===== config.mk =====
export PLATFORM = sky130hd
export DESIGN_NAME = uart_core_flat
export DESIGN_NICKNAME = d
export VERILOG_FILES = /design/src/rtl/uart_core_if.sv /design/src/rtl/uart_core.sv /design/src/flat_wrapper.sv
export SDC_FILE = /design/constraint.sdc
export NUM_CORES = 1
export LEC_CHECK = 0
export ABC_CLOCK_PERIOD_IN_PS = 2300
export CORE_MARGIN = 2
export CORE_UTILIZATION = 50
export DETAILED_ROUTE_END_ITERATION = 8
export PLACE_DENSITY = 0.72
export SLEW_MARGIN = 20
export SYNTH_ARGS = -nofsm -noshare
export SYNTH_HDL_FRONTEND = slang
export SYNTH_SLANG_ARGS = --single-unit

===== constraint.sdc =====
create_clock -name clk -period 2.3 [get_ports clk]
set_input_delay 0.46 -clock clk [delete_from_list [all_inputs] [get_ports clk]]
set_output_delay 0.46 -clock clk [all_outputs]
set_load 0.02 [all_outputs]

===== src/rtl/uart_core_if.sv =====
// -----------------------------------------------------------------------------
// uart_core_if
//   Bundles the user-facing and line-facing signals of uart_core.
//   Handshake: a word on tx_data is transferred on every rising clk edge where
//   tx_valid && tx_ready are both high; tx_valid seen while tx_ready is low has
//   no effect. rx_valid is a one-clock pulse with no back-pressure.
//
//   Signals
//     tx_data        word to send (DATA_BITS)
//     tx_valid       request to send tx_data
//     tx_ready       transmitter idle, can accept
//     tx             serial out, idle high
//     rx             serial in, asynchronous to clk
//     rx_data        last received word (DATA_BITS)
//     rx_valid       one-clock pulse: rx_data and flags are new
//     rx_parity_err  parity mismatch on last word
//     rx_frame_err   first stop bit sampled low on last word
//     tx_state_dbg   current TX FSM state (debug)
//     rx_state_dbg   current RX FSM state (debug)
//   Modports: slave = the UART core, master = the user / line side.
// -----------------------------------------------------------------------------
interface uart_core_if #(
    parameter int DATA_BITS = 8
);
    logic [DATA_BITS-1:0] tx_data;
    logic                 tx_valid;
    logic                 tx_ready;
    logic                 tx;
    logic                 rx;
    logic [DATA_BITS-1:0] rx_data;
    logic                 rx_valid;
    logic                 rx_parity_err;
    logic                 rx_frame_err;
    logic [2:0]           tx_state_dbg;
    logic [2:0]           rx_state_dbg;

    modport slave (
        input  tx_data, tx_valid, rx,
        output tx_ready, tx, rx_data, rx_valid, rx_parity_err, rx_frame_err,
               tx_state_dbg, rx_state_dbg
    );

    modport master (
        output tx_data, tx_valid, rx,
        input  tx_ready, tx, rx_data, rx_valid, rx_parity_err, rx_frame_err,
               tx_state_dbg, rx_state_dbg
    );
endinterface


===== src/rtl/uart_core.sv =====
// -----------------------------------------------------------------------------
// uart_core
//   Full-duplex UART. Independent TX and RX engines share one free-running
//   oversampling tick (a clock enable, no derived clocks). Data bits, parity
//   and stop bits are parameters.
//
//   Ports
//     clk   in  system clock, rising edge
//     rst   in  asynchronous, active-low reset
//     bus   uart_core_if.slave: tx_data/tx_valid/tx_ready handshake, tx line,
//           rx line, rx_data/rx_valid/rx_parity_err/rx_frame_err, debug states
//
//   TX: IDLE -> START -> DATA -> [PARITY] -> STOP -> IDLE, every bit lasts
//   OVERSAMPLE ticks (STOP lasts STOP_BITS*OVERSAMPLE ticks), LSB first.
//   RX: start edge detected on a tick, confirmed at half a bit, then sampled at
//   each bit centre. Only the first stop bit is checked; a low stop bit parks
//   the receiver in WAIT_HIGH until the line idles, so a break gives one word.
// -----------------------------------------------------------------------------
module uart_core #(
    parameter int CLK_FREQUENCY = 10000000,
    parameter int BAUD_RATE     = 9600,
    parameter int OVERSAMPLE    = 16,
    parameter int DATA_BITS     = 8,
    parameter int PARITY        = 0,
    parameter int STOP_BITS     = 1
) (
    input logic        clk,
    input logic        rst,
    uart_core_if.slave bus
);

    localparam int DIV     = CLK_FREQUENCY / (BAUD_RATE * OVERSAMPLE);
    localparam int CW      = (DIV > 1) ? $clog2(DIV) : 1;
    localparam int TXT_MAX = STOP_BITS * OVERSAMPLE;
    localparam int TW      = $clog2(TXT_MAX);
    localparam int RW      = $clog2(OVERSAMPLE);
    localparam int BW      = $clog2(DATA_BITS);

    generate
        if (DIV < 1) begin : g_bad_div
            $error("uart_core: CLK_FREQUENCY/(BAUD_RATE*OVERSAMPLE) must be >= 1");
        end
        if ((OVERSAMPLE < 4) || ((OVERSAMPLE % 2) != 0)) begin : g_bad_os
            $error("uart_core: OVERSAMPLE must be even and >= 4");
        end
        if ((DATA_BITS < 5) || (DATA_BITS > 9)) begin : g_bad_db
            $error("uart_core: DATA_BITS must be 5..9");
        end
        if ((PARITY < 0) || (PARITY > 2)) begin : g_bad_par
            $error("uart_core: PARITY must be 0, 1 or 2");
        end
        if ((STOP_BITS < 1) || (STOP_BITS > 2)) begin : g_bad_stop
            $error("uart_core: STOP_BITS must be 1 or 2");
        end
    endgenerate

    // Parity bit that makes the total count of ones odd (PARITY=1) or even.
    function automatic logic calc_parity(input logic [DATA_BITS-1:0] d);
        if (PARITY == 1) begin
            return ~(^d);
        end
        return ^d;
    endfunction

    // ---------------------------------------------------------------- tick
    logic [CW-1:0] div_q, div_d;
    logic          tick;

    assign tick  = (div_q == CW'(DIV - 1));
    assign div_d = tick ? '0 : div_q + CW'(1);

    always_ff @(posedge clk or negedge rst) begin
        if (!rst) begin
            div_q <= '0;
        end else begin
            div_q <= div_d;
        end
    end

    // ---------------------------------------------------------------- TX
    typedef enum logic [2:0] {
        TX_IDLE   = 3'd0,
        TX_START  = 3'd1,
        TX_DATA   = 3'd2,
        TX_PARITY = 3'd3,
        TX_STOP   = 3'd4
    } tx_state_t;

    tx_state_t            tx_state_q, tx_state_d;
    logic [DATA_BITS-1:0] tx_shift_q, tx_shift_d;
    logic                 tx_par_q, tx_par_d;
    logic [TW-1:0]        tx_tick_q, tx_tick_d;
    logic [BW-1:0]        tx_bit_q, tx_bit_d;
    logic                 tx_q, tx_d;
    logic                 tx_bit_end;
    logic                 tx_stop_end;

    // A bit ends on the tick that completes its tick count.
    assign tx_bit_end  = tick && (tx_tick_q == TW'(OVERSAMPLE - 1));
    assign tx_stop_end = tick && (tx_tick_q == TW'(TXT_MAX - 1));

    always_comb begin
        tx_state_d = tx_state_q;
        tx_shift_d = tx_shift_q;
        tx_par_d   = tx_par_q;
        tx_tick_d  = tx_tick_q;
        tx_bit_d   = tx_bit_q;
        tx_d       = tx_q;
        case (tx_state_q)
            TX_IDLE: begin
                tx_d = 1'b1;
                if (bus.tx_valid) begin
                    // Start bit goes out on the accepting edge itself.
                    tx_shift_d = bus.tx_data;
                    tx_par_d   = calc_parity(bus.tx_data);
                    tx_tick_d  = '0;
                    tx_d       = 1'b0;
                    tx_state_d = TX_START;
                end
            end
            TX_START: begin
                if (tx_bit_end) begin
                    tx_tick_d  = '0;
                    tx_bit_d   = '0;
                    tx_d       = tx_shift_q[0];
                    tx_state_d = TX_DATA;
                end else if (tick) begin
                    tx_tick_d = tx_tick_q + TW'(1);
                end
            end
            TX_DATA: begin
                if (tx_bit_end) begin
                    tx_tick_d = '0;
                    if (tx_bit_q == BW'(DATA_BITS - 1)) begin
                        if (PARITY != 0) begin
                            tx_d       = tx_par_q;
                            tx_state_d = TX_PARITY;
                        end else begin
                            tx_d       = 1'b1;
                            tx_state_d = TX_STOP;
                        end
                    end else begin
                        tx_bit_d   = tx_bit_q + BW'(1);
                        tx_shift_d = tx_shift_q >> 1;
                        tx_d       = tx_shift_q[1];
                    end
                end else if (tick) begin
                    tx_tick_d = tx_tick_q + TW'(1);
                end
            end
            TX_PARITY: begin
                if (tx_bit_end) begin
                    tx_tick_d  = '0;
                    tx_d       = 1'b1;
                    tx_state_d = TX_STOP;
                end else if (tick) begin
                    tx_tick_d = tx_tick_q + TW'(1);
                end
            end
            TX_STOP: begin
                tx_d = 1'b1;
                if (tx_stop_end) begin
                    tx_tick_d  = '0;
                    tx_state_d = TX_IDLE;
                end else if (tick) begin
                    tx_tick_d = tx_tick_q + TW'(1);
                end
            end
            default: begin
                tx_d       = 1'b1;
                tx_state_d = TX_IDLE;
            end
        endcase
    end

    always_ff @(posedge clk or negedge rst) begin
        if (!rst) begin
            tx_state_q <= TX_IDLE;
            tx_shift_q <= '0;
            tx_par_q   <= 1'b0;
            tx_tick_q  <= '0;
            tx_bit_q   <= '0;
            tx_q       <= 1'b1;
        end else begin
            tx_state_q <= tx_state_d;
            tx_shift_q <= tx_shift_d;
            tx_par_q   <= tx_par_d;
            tx_tick_q  <= tx_tick_d;
            tx_bit_q   <= tx_bit_d;
            tx_q       <= tx_d;
        end
    end

    assign bus.tx           = tx_q;
    assign bus.tx_ready     = (tx_state_q == TX_IDLE);
    assign bus.tx_state_dbg = tx_state_q;

    // ---------------------------------------------------------------- RX
    typedef enum logic [2:0] {
        RX_IDLE      = 3'd0,
        RX_START     = 3'd1,
        RX_DATA      = 3'd2,
        RX_PARITY    = 3'd3,
        RX_STOP      = 3'd4,
        RX_WAIT_HIGH = 3'd5
    } rx_state_t;

    logic                 rx_meta_q, rx_sync_q;
    rx_state_t            rx_state_q, rx_state_d;
    logic [RW-1:0]        rx_tick_q, rx_tick_d;
    logic [BW-1:0]        rx_bit_q, rx_bit_d;
    logic [DATA_BITS-1:0] rx_shift_q, rx_shift_d;
    logic                 rx_par_q, rx_par_d;
    logic [DATA_BITS-1:0] rx_data_q, rx_data_d;
    logic                 rx_valid_q, rx_valid_d;
    logic                 rx_perr_q, rx_perr_d;
    logic                 rx_ferr_q, rx_ferr_d;
    logic                 rx_half;
    logic                 rx_centre;

    // Half a bit after the detecting tick the start bit is re-checked; from
    // then on every full bit period lands on a bit centre.
    assign rx_half   = tick && (rx_tick_q == RW'(OVERSAMPLE / 2 - 1));
    assign rx_centre = tick && (rx_tick_q == RW'(OVERSAMPLE - 1));

    always_ff @(posedge clk or negedge rst) begin
        if (!rst) begin
            rx_meta_q <= 1'b1;
            rx_sync_q <= 1'b1;
        end else begin
            rx_meta_q <= bus.rx;
            rx_sync_q <= rx_meta_q;
        end
    end

    always_comb begin
        rx_state_d = rx_state_q;
        rx_tick_d  = rx_tick_q;
        rx_bit_d   = rx_bit_q;
        rx_shift_d = rx_shift_q;
        rx_par_d   = rx_par_q;
        rx_data_d  = rx_data_q;
        rx_valid_d = 1'b0;
        rx_perr_d  = rx_perr_q;
        rx_ferr_d  = rx_ferr_q;
        case (rx_state_q)
            RX_IDLE: begin
                if (tick && !rx_sync_q) begin
                    rx_tick_d  = '0;
                    rx_state_d = RX_START;
                end
            end
            RX_START: begin
                if (rx_half) begin
                    rx_tick_d = '0;
                    if (!rx_sync_q) begin
                        rx_bit_d   = '0;
                        rx_state_d = RX_DATA;
                    end else begin
                        rx_state_d = RX_IDLE;
                    end
                end else if (tick) begin
                    rx_tick_d = rx_tick_q + RW'(1);
                end
            end
            RX_DATA: begin
                if (rx_centre) begin
                    rx_tick_d  = '0;
                    rx_shift_d = {rx_sync_q, rx_shift_q[DATA_BITS-1:1]};
                    if (rx_bit_q == BW'(DATA_BITS - 1)) begin
                        rx_state_d = (PARITY != 0) ? RX_PARITY : RX_STOP;
                    end else begin
                        rx_bit_d = rx_bit_q + BW'(1);
                    end
                end else if (tick) begin
                    rx_tick_d = rx_tick_q + RW'(1);
                end
            end
            RX_PARITY: begin
                if (rx_centre) begin
                    rx_tick_d  = '0;
                    rx_par_d   = rx_sync_q;
                    rx_state_d = RX_STOP;
                end else if (tick) begin
                    rx_tick_d = rx_tick_q + RW'(1);
                end
            end
            RX_STOP: begin
                if (rx_centre) begin
                    rx_tick_d  = '0;
                    rx_data_d  = rx_shift_q;
                    rx_valid_d = 1'b1;
                    rx_ferr_d  = ~rx_sync_q;
                    rx_perr_d  = (PARITY != 0) ? (calc_parity(rx_shift_q) != rx_par_q) : 1'b0;
                    rx_state_d = rx_sync_q ? RX_IDLE : RX_WAIT_HIGH;
                end else if (tick) begin
                    rx_tick_d = rx_tick_q + RW'(1);
                end
            end
            RX_WAIT_HIGH: begin
                // Held-low line: no new start until the line has idled.
                if (tick && rx_sync_q) begin
                    rx_state_d = RX_IDLE;
                end
            end
            default: begin
                rx_state_d = RX_IDLE;
            end
        endcase
    end

    always_ff @(posedge clk or negedge rst) begin
        if (!rst) begin
            rx_state_q <= RX_IDLE;
            rx_tick_q  <= '0;
            rx_bit_q   <= '0;
            rx_shift_q <= '0;
            rx_par_q   <= 1'b0;
            rx_data_q  <= '0;
            rx_valid_q <= 1'b0;
            rx_perr_q  <= 1'b0;
            rx_ferr_q  <= 1'b0;
        end else begin
            rx_state_q <= rx_state_d;
            rx_tick_q  <= rx_tick_d;
            rx_bit_q   <= rx_bit_d;
            rx_shift_q <= rx_shift_d;
            rx_par_q   <= rx_par_d;
            rx_data_q  <= rx_data_d;
            rx_valid_q <= rx_valid_d;
            rx_perr_q  <= rx_perr_d;
            rx_ferr_q  <= rx_ferr_d;
        end
    end

    assign bus.rx_data       = rx_data_q;
    assign bus.rx_valid      = rx_valid_q;
    assign bus.rx_parity_err = rx_perr_q;
    assign bus.rx_frame_err  = rx_ferr_q;
    assign bus.rx_state_dbg  = rx_state_q;

endmodule


===== src/flat_wrapper.sv =====
// flat-port wrapper written by rule: the top's interface ports become plain ports
module uart_core_flat 
#(
    parameter int CLK_FREQUENCY = 10000000,
    parameter int BAUD_RATE     = 9600,
    parameter int OVERSAMPLE    = 16,
    parameter int DATA_BITS     = 8,
    parameter int PARITY        = 0,
    parameter int STOP_BITS     = 1
)
  (clk, rst, bus_tx_data, bus_tx_valid, bus_rx, bus_tx_ready, bus_tx, bus_rx_data, bus_rx_valid, bus_rx_parity_err, bus_rx_frame_err, bus_tx_state_dbg, bus_rx_state_dbg);
  uart_core_if #(.DATA_BITS(DATA_BITS)) bus_i ();
  input logic clk;
  input logic rst;
  input wire logic [$bits(bus_i.tx_data)-1:0] bus_tx_data;
  input wire logic [$bits(bus_i.tx_valid)-1:0] bus_tx_valid;
  input wire logic [$bits(bus_i.rx)-1:0] bus_rx;
  output wire logic [$bits(bus_i.tx_ready)-1:0] bus_tx_ready;
  output wire logic [$bits(bus_i.tx)-1:0] bus_tx;
  output wire logic [$bits(bus_i.rx_data)-1:0] bus_rx_data;
  output wire logic [$bits(bus_i.rx_valid)-1:0] bus_rx_valid;
  output wire logic [$bits(bus_i.rx_parity_err)-1:0] bus_rx_parity_err;
  output wire logic [$bits(bus_i.rx_frame_err)-1:0] bus_rx_frame_err;
  output wire logic [$bits(bus_i.tx_state_dbg)-1:0] bus_tx_state_dbg;
  output wire logic [$bits(bus_i.rx_state_dbg)-1:0] bus_rx_state_dbg;
  assign bus_i.tx_data = bus_tx_data;
  assign bus_i.tx_valid = bus_tx_valid;
  assign bus_i.rx = bus_rx;
  assign bus_tx_ready = bus_i.tx_ready;
  assign bus_tx = bus_i.tx;
  assign bus_rx_data = bus_i.rx_data;
  assign bus_rx_valid = bus_i.rx_valid;
  assign bus_rx_parity_err = bus_i.rx_parity_err;
  assign bus_rx_frame_err = bus_i.rx_frame_err;
  assign bus_tx_state_dbg = bus_i.tx_state_dbg;
  assign bus_rx_state_dbg = bus_i.rx_state_dbg;
  uart_core #(.CLK_FREQUENCY(CLK_FREQUENCY), .BAUD_RATE(BAUD_RATE), .OVERSAMPLE(OVERSAMPLE), .DATA_BITS(DATA_BITS), .PARITY(PARITY), .STOP_BITS(STOP_BITS)) u_core (.clk(clk), .rst(rst), .bus(bus_i));
endmodule

Word level (Yosys, flattened, before mapping)

Cells that the tools add are included.

Add/sub/neg operators: 5
Multipliers: 0
Divide/modulo/power cells: 0
Order comparisons: 0
Equality and inequality tests: 32
Shift operators: 0
Muxes and demuxes: 47
Bitwise logic cells: 1
Reduce and logical (&&, ||, !) cells: 25

Operators with widths:

| kind                  | number |
|---|---|
| $mux W3               | 20 |
| $mux W4               | 7 |
| $mux W8               | 3 |
| $ne A2 B1 Y1 const B  | 12 |
| $pmux W3 S6           | 1 |
| $pmux W8 S2           | 1 |
| $eq A3 B3 Y1 const B  | 5 |
| $pmux W3 S5           | 1 |
| $eq A3 B2 Y1 const B  | 4 |
| $pmux W3 S2           | 2 |
| $pmux W4 S3           | 1 |
| $add A4 B1 Y4 const B | 2 |
| $eq A4 B4 Y1 const B  | 2 |
| $ne A2 B2 Y1 const B  | 4 |
| $pmux W4 S2           | 1 |
| $reduce_and A4 Y1     | 2 |
| $reduce_bool A2 Y1    | 4 |
| $add A7 B1 Y7 const B | 1 |
| $eq A7 B7 Y1 const B  | 1 |
| $mux W1               | 7 |
| $mux W7               | 1 |
| $reduce_and A7 Y1     | 1 |
| $add A3 B1 Y3 const B | 2 |
| $eq A3 B1 Y1 const B  | 2 |
| other kinds (15)      | 23 |

Register bits after elaboration: 56
Bits in latches: 0
Bits in writable memories: 0
Bits in read-only memories: 0
Bits of input ports: 12
Output and inout bits: 19
Logic and storage cells: 125
Memories: 0

Longest topological paths before layout

Gate-level depths: netlist (run 1).

Depth in word-level cells: 4
Gate-level depth with buffers: 7
Depth with buffers taken out: 6

Worst setup path after synthesis (run 1)

OpenSTA, ideal clock, no wires.

Path type: register to register
Start point: register u_core.rx_bit_q[0]
End point: register u_core.rx_bit_q[0]
Library setup time: 0.065 ns
Arrival: 1.838 ns
Data required time: 2.235 ns
Slack: 0.397 ns
Stages on the path, launching flop included: 8
Path buffers: 1
Period minus slack after synthesis: 1.903 ns
Cells stage by stage: dfrtp_1 ha_1 ha_1 or4b_1 clkbuf_1 nor3_1 mux2_2 a22o_1

Word-level cells in the longest chain between the ends: 4
Elaborated cells on any way between the ends: 7
Classes of those cells: 1 x add/sub; 2 x eq/ne; 3 x mux; 1 x reduce/logical

RTL lines:

| item                   | RTL line         | source |
|---|---|---|
| from (decl)            | uart_core.sv:211 | `logic [BW-1:0] rx_bit_q, rx_bit_d;` |
| from (signal assigned) | uart_core.sv:326 | `rx_bit_q <= rx_bit_d;` |
| $add A3 B1 Y3          | uart_core.sv:273 | `rx_bit_d = rx_bit_q + BW'(1);` |
| $mux W3                | uart_core.sv:270 | `if (rx_bit_q == BW'(DATA_BITS - 1)) begin` |
| $mux W3                | uart_core.sv:267 | `if (rx_centre) begin` |
| $pmux W3 S2            | uart_core.sv:246 | `case (rx_state_q)` |

Several ways; a longest one is shown, not always the timed one. The select of a mux whose other input is x is not followed.
A chain may end at the register's enable or synchronous reset.

Worst setup path in the final report (run 1)

Start point: register u_core.div_q[0]
End point: register u_core.tx_shift_q[4]

Word-level cells in the longest chain between the ends: 4

RTL lines:

| item                               | RTL line         | source |
|---|---|---|
| from (decl)                        | uart_core.sv:66  | `logic [CW-1:0] div_q, div_d;` |
| from (signal assigned)             | uart_core.sv:76  | `div_q <= div_d;` |
| $eq A7 B7 Y1                       | uart_core.sv:69  | `assign tick = (div_q == CW'(DIV - 1));` |
| $logic_and A1 B1 Y1                | uart_core.sv:99  | `assign tx_bit_end = tick && (tx_tick_q == TW'(OVERSAMPLE - 1));` |
| $ne A2 B1 Y1 (no source line)      | n/a              |  |
| $reduce_and A4 Y1 (no source line) | n/a              |  |
| to (signal assigned)               | uart_core.sv:186 | `tx_shift_q <= tx_shift_d;` |
| to (decl)                          | uart_core.sv:90  | `logic [DATA_BITS-1:0] tx_shift_q, tx_shift_d;` |

No other way between the ends.

==> results, run 1 <==
- The run finished with clean final reports.
- The floorplan step set the die height to 79.97 µm.
- The area share of the largest cell type after synthesis is 45.97%.
- In this run, the number of DRC markers left after iteration 0 of detailed routing was 129.
- The number of vias after detailed routing is 2000.
- The worst hold path class is in2async.
- The DRC violation count after routing is 0.
- Static timing analysis puts the maximum clock frequency at 482.2 MHz.
- The total congestion overflow after global routing is 0.
- The number of global-route vias before repair is 2006.
- Dividing the detail-routed wire length by the instance count gives 14.46 µm.
- The number of buffers created by CTS is 5.
- Measured against its own limit, the worst slew margin works out to 62.70%.
- Buffers added to address setup during post-CTS repair amount to 0.
- The H-tree generated during clock tree synthesis spans 2 levels.
- After layout, the worst path uses 90.17% of the clock period.
- The prevailing post-synth register cell is sky130_fd_sc_hd__dfrtp_1.
- The initialized floorplan defines 27 standard-cell rows.
- The synthesis-to-layout area growth is 18.08%.
- Summed over all instances, the cell type with the most area after synthesis is sky130_fd_sc_hd__dfrtp_1.
- After floorplanning, the core was sized to cover 5540 µm².
- Synthesis produced a netlist with a net count of 268.
- The number of antenna violations at the first check in global routing came to 0.
- The wire length of the first global-routing pass is 9183 µm.
- The floorplan step defined a die boundary enclosing 6394 µm².
- Clock latency on the worst-skew pair, taken at its later pin, is 0.31 ns.
- The startpoint of the most critical setup path is u_core.div_q[0].
- The highest ir drop seen on vdd is 0.0002918 V.
- The leakage power is 1.503 nW.
- The share of total power in the clock network is 37.9%.
- The analysis attributes to net switching a power of 0.3762 mW.
- The global-route usage over all layers is 18.13%.
- The floorplan step set the die width to 79.97 µm.
- On the worst path, the slowest cell contributes a delay of 0.44 ns.
- The data arrival time at the worst-slack endpoint is 2.28 ns.
- Entering global routing, the biggest net connects 35 pins.
- TritonCTS built the clock tree.
- Setup violations remaining at the end of the flow were counted as 0.
- The number of register bits inferred by synthesis is 56.
- The ratio of routed vias to standard cells is 5.650.
- The total count of hold-check failures in the final report is 0.
- The type of destination of the critical path is a flop.
- Detailed placement finished with a half-perimeter wire length of 3761 µm.
- Traced cell by cell, the critical path runs through inv_1, ha_1, nor2b_1, and4_1, a31oi_4, mux2_2.
- Max-cap violations in this run came to 0.
- By area, the combinational part of the netlist is dominated by simple AND/OR/NAND/NOR gates.
- Synthesis produced 248 cells.
- The worst setup path is launched from a flop.
- For this run, asynchronously set or reset flops after synthesis account for 100.0%.
- Sequential elements use 48.70% of the synthesized area.
- Data on the critical path is required at its endpoint by 2.51 ns.
- The post-synthesis adder-cell area fraction is 3.469%.
- The actual transition at the worst max-transition pin is 0.5596 ns.
- The area of the mapped netlist is 2885 µm².
- The sum of negative setup slack is 0 ns.
- On the critical path, the stage with the largest delay is an instance of sky130_fd_sc_hd__dfrtp_1.
- The post-synthesis share of cell area spent on and, or, nand and nor gates is 15.09%.
- The count of distinct cell types in the synthesized netlist is 58.
- For the final database, setup skew stands at 0.009790 ns.
- The final net count is 301.
- The highest net fanout along the worst path is 8.
- Dividing total power by cell area gives a power density of 526.0 nW/µm².
- The routed wire length is 5119 µm.
- The reg-to-reg startpoint is u_core.div_q[0].
- In this run the count of I/O pins placed on the die edge is 31.
- The number of sinks on the clock net is 56.
- Routability-driven placement finished with a final weighted congestion of 0.8023.
- The pre-antenna-repair detailed-routing pass consisted of 4 iterations.
- The count of buffers added on input and output ports is 29.
- The synthesized design contains 0 enable-type register cells.
- Clock-pin slew was measured on the worst setup and hold paths at 0.10 ns.
- Counting the fill cells in the layout gives 462.
- The total internal power is 1.416 mW.
- The starting density of the core is 52.08%.
- Setup repair after global routing left no endpoint under its margin.
- A synthesized cell averages 11.63 µm².
- Measured on the finished design, the core utilization comes to 61.50%.
- The count of final max-slew check failures was 0.
- Combinational logic burns 4.8% of the power.
- Buffers inserted to repair hold after CTS numbered 0.
- The xor and xnor area share after synthesis is 1.518%.
- The post-route minimum period is 2.074 ns.
- The count of nets left with antenna violations after detail routing is 0.
- The type of the worst setup path is reg2reg.
- The number of synthesis warnings is 0.
- By area the synthesized netlist is led by sky130_fd_sc_hd__dfrtp_1, sky130_fd_sc_hd__mux2_2, sky130_fd_sc_hd__ha_1.
- Measured against the total synthesized area, the mux share comes to 13.14%.
- The CTS root buffer is sky130_fd_sc_hd__clkbuf_8.
- The clock passes through at most 2 buffers.
- Summing the areas of all compound-gate instances in the mapped netlist gives 14.14% of the synthesized area.
- The repair_antennas step left the layout with diodes totalling 0.
- Per report_power, the sequential group accounts for 57.3% of the total.
- The fraction of layout instances using a drive strength above 1 is 23.40%.
- The switching portion of total power is 21.00%.
==> kinds of logic (layout without fill, tap and decap cells) <==
group	after synthesis	in the layout
AND/OR/NAND/NOR	67	67
flip-flops	56	56
AO/OA/AOI/OAI	53	53
multiplexers	34	34
buffers and inverters	24	58
adder cells (fa/ha/maj)	8	8
XOR/XNOR	5	5
other	1	1
==> cell usage after synthesis, types with 5 or more instances <==
cell	instances
sky130_fd_sc_hd__o21ai_0	12
sky130_fd_sc_hd__inv_1	10
sky130_fd_sc_hd__dfrtp_1	53
sky130_fd_sc_hd__a21oi_1	7
sky130_fd_sc_hd__nand3_1	11
sky130_fd_sc_hd__nand2_1	6
sky130_fd_sc_hd__ha_1	8
sky130_fd_sc_hd__a22o_1	5
sky130_fd_sc_hd__mux2_2	31
sky130_fd_sc_hd__clkbuf_1	7
sky130_fd_sc_hd__nor2_1	13
==> sequential cells by signal, summed over array words and instances (netlist names) <==
register                 cells
u_core.tx_shift_q            8
u_core.tx_tick_q             4
u_core.bus.rx_state_dbg      3
u_core.rx_sync_q             1
u_core.rx_bit_q              3
u_core.bus.rx_frame_err      1
u_core.bus.rx_valid          1
u_core.rx_tick_q             4
u_core.tx_bit_q              3
u_core.rx_meta_q             1
u_core.rx_shift_q            8
u_core.bus.tx_state_dbg      3
u_core.bus.tx                1
u_core.div_q                 7
u_core.bus.rx_data           8
==> area by class of cell <==
cell class,instances,area (µm²),share of cell area (%)
flip-flops and latches,56,1405,41.24
well taps,72,90.09,2.644
clock inverters,2,38.79,1.138
inverters,10,37.54,1.102
clock buffers,6,82.58,2.424
repair buffers,40,382.9,11.24
multi-input cells,168,1370,40.21
==> power by group through the flow <==
stage	Clock (mW)	Combinational, mW	Sequential, mW
4_1_cts	0.700	0.0885	1.03
3_5_place_dp	0	0.0884	1.05
3_3_place_gp	0	0.0859	1.05
6_report	0.679	0.0854	1.03
5_1_grt	0.737	0.0970	1.03
2_1_floorplan	0	0.0363	1.04
==> metrics by stage <==
step	instance area [µm²]	total power [mW]	setup slack, ns	hold slack [ns]	std cells
2_1_floorplan	2885	1.081	0.3967	0.1644	248
3_3_place_gp	3283	1.132	0.2662	0.3506	346
3_5_place_dp	3283	1.135	0.2463	0.3530	346
4_1_cts	3405	1.816	0.02497	0.1415	354
5_1_grt	3407	1.865	0.07898	0.1612	354
6_report	3407	1.792	0.2260	0.1211	354
==> layout by cell type (no fill, tap or decap), types with 3 or more instances in the layout <==
cell type                         instances
sky130_fd_sc_hd__a22oi_1                  3
sky130_fd_sc_hd__dfrtp_1                 53
sky130_fd_sc_hd__and2_1                   3
sky130_fd_sc_hd__or3_1                    4
sky130_fd_sc_hd__xnor2_1                  4
sky130_fd_sc_hd__nand3_1                 11
sky130_fd_sc_hd__inv_1                   10
sky130_fd_sc_hd__nor2b_1                  3
sky130_fd_sc_hd__mux2_2                  31
sky130_fd_sc_hd__o211ai_1                 3
sky130_fd_sc_hd__nand2b_1                 3
sky130_fd_sc_hd__mux2i_1                  3
sky130_fd_sc_hd__nor2_1                  13
sky130_fd_sc_hd__o21ai_0                 12
sky130_fd_sc_hd__ha_1                     8
sky130_fd_sc_hd__nand2_1                  6
sky130_fd_sc_hd__nor3_1                   4
sky130_fd_sc_hd__dfstp_2                  3
sky130_fd_sc_hd__a21oi_1                  7
sky130_fd_sc_hd__clkbuf_8                 6
sky130_fd_sc_hd__a22o_1                   5
sky130_fd_sc_hd__buf_4                   10
sky130_fd_sc_hd__clkdlybuf4s50_1         27
==> critical path, delay by kind of cell, from the launching register on <==
family                   cells  cell delay [ns]
AO/OA/AOI/OAI                1             0.36
adder cells (fa/ha/maj)      1             0.24
buffers and inverters        1             0.07
flip-flops                   1             0.44
multiplexers                 1             0.38
AND/OR/NAND/NOR              2             0.47
==> repair_timing <==
item / in CTS / in global routing
endpoints found under the setup margin: 0 / 1
endpoints found under the hold margin: 0 / 0
gates resized for setup: 0 / 1
==> routing by layer <==
layer | wire length [µm] | GRT usage (%) | vias to the layer above
met5 | 0 | 0 | -
met1 | 2469 | 24.36 | 971
met3 | 224 | 4.525 | 6
met4 | 64 | 4.746 | 0
met2 | 2361 | 29.33 | 46
li1 | - | - | 977
==> worst paths after layout <==
path / endpoint / slack (ns) / depth (start not counted)
max in group asynchronous: u_core.bus.tx / 1.54 / 2
worst max-delay path: u_core.tx_shift_q[4] / 0.23 / 6
min in group clk: u_core.rx_sync_q / 0.37 / 0
worst min-delay path: u_core.rx_bit_q[0] / 0.12 / 1
worst min register to register: u_core.rx_sync_q / 0.37 / 0
worst max register to register: u_core.tx_shift_q[4] / 0.23 / 6
Note: power is estimated with default switching activity, not from simulation.
==> run 2: changes to the inputs <==
--- a/config.mk
+++ b/config.mk
@@ -6,6 +6,7 @@
 export NUM_CORES = 1
 export LEC_CHECK = 0
 export ABC_CLOCK_PERIOD_IN_PS = 2300
+export CAP_MARGIN = 10
 export CORE_MARGIN = 2
 export CORE_UTILIZATION = 50
 export DETAILED_ROUTE_END_ITERATION = 8
==> results of run 2 <==
Same layout as run 1: the final DEF is identical, and so are final timing and power.
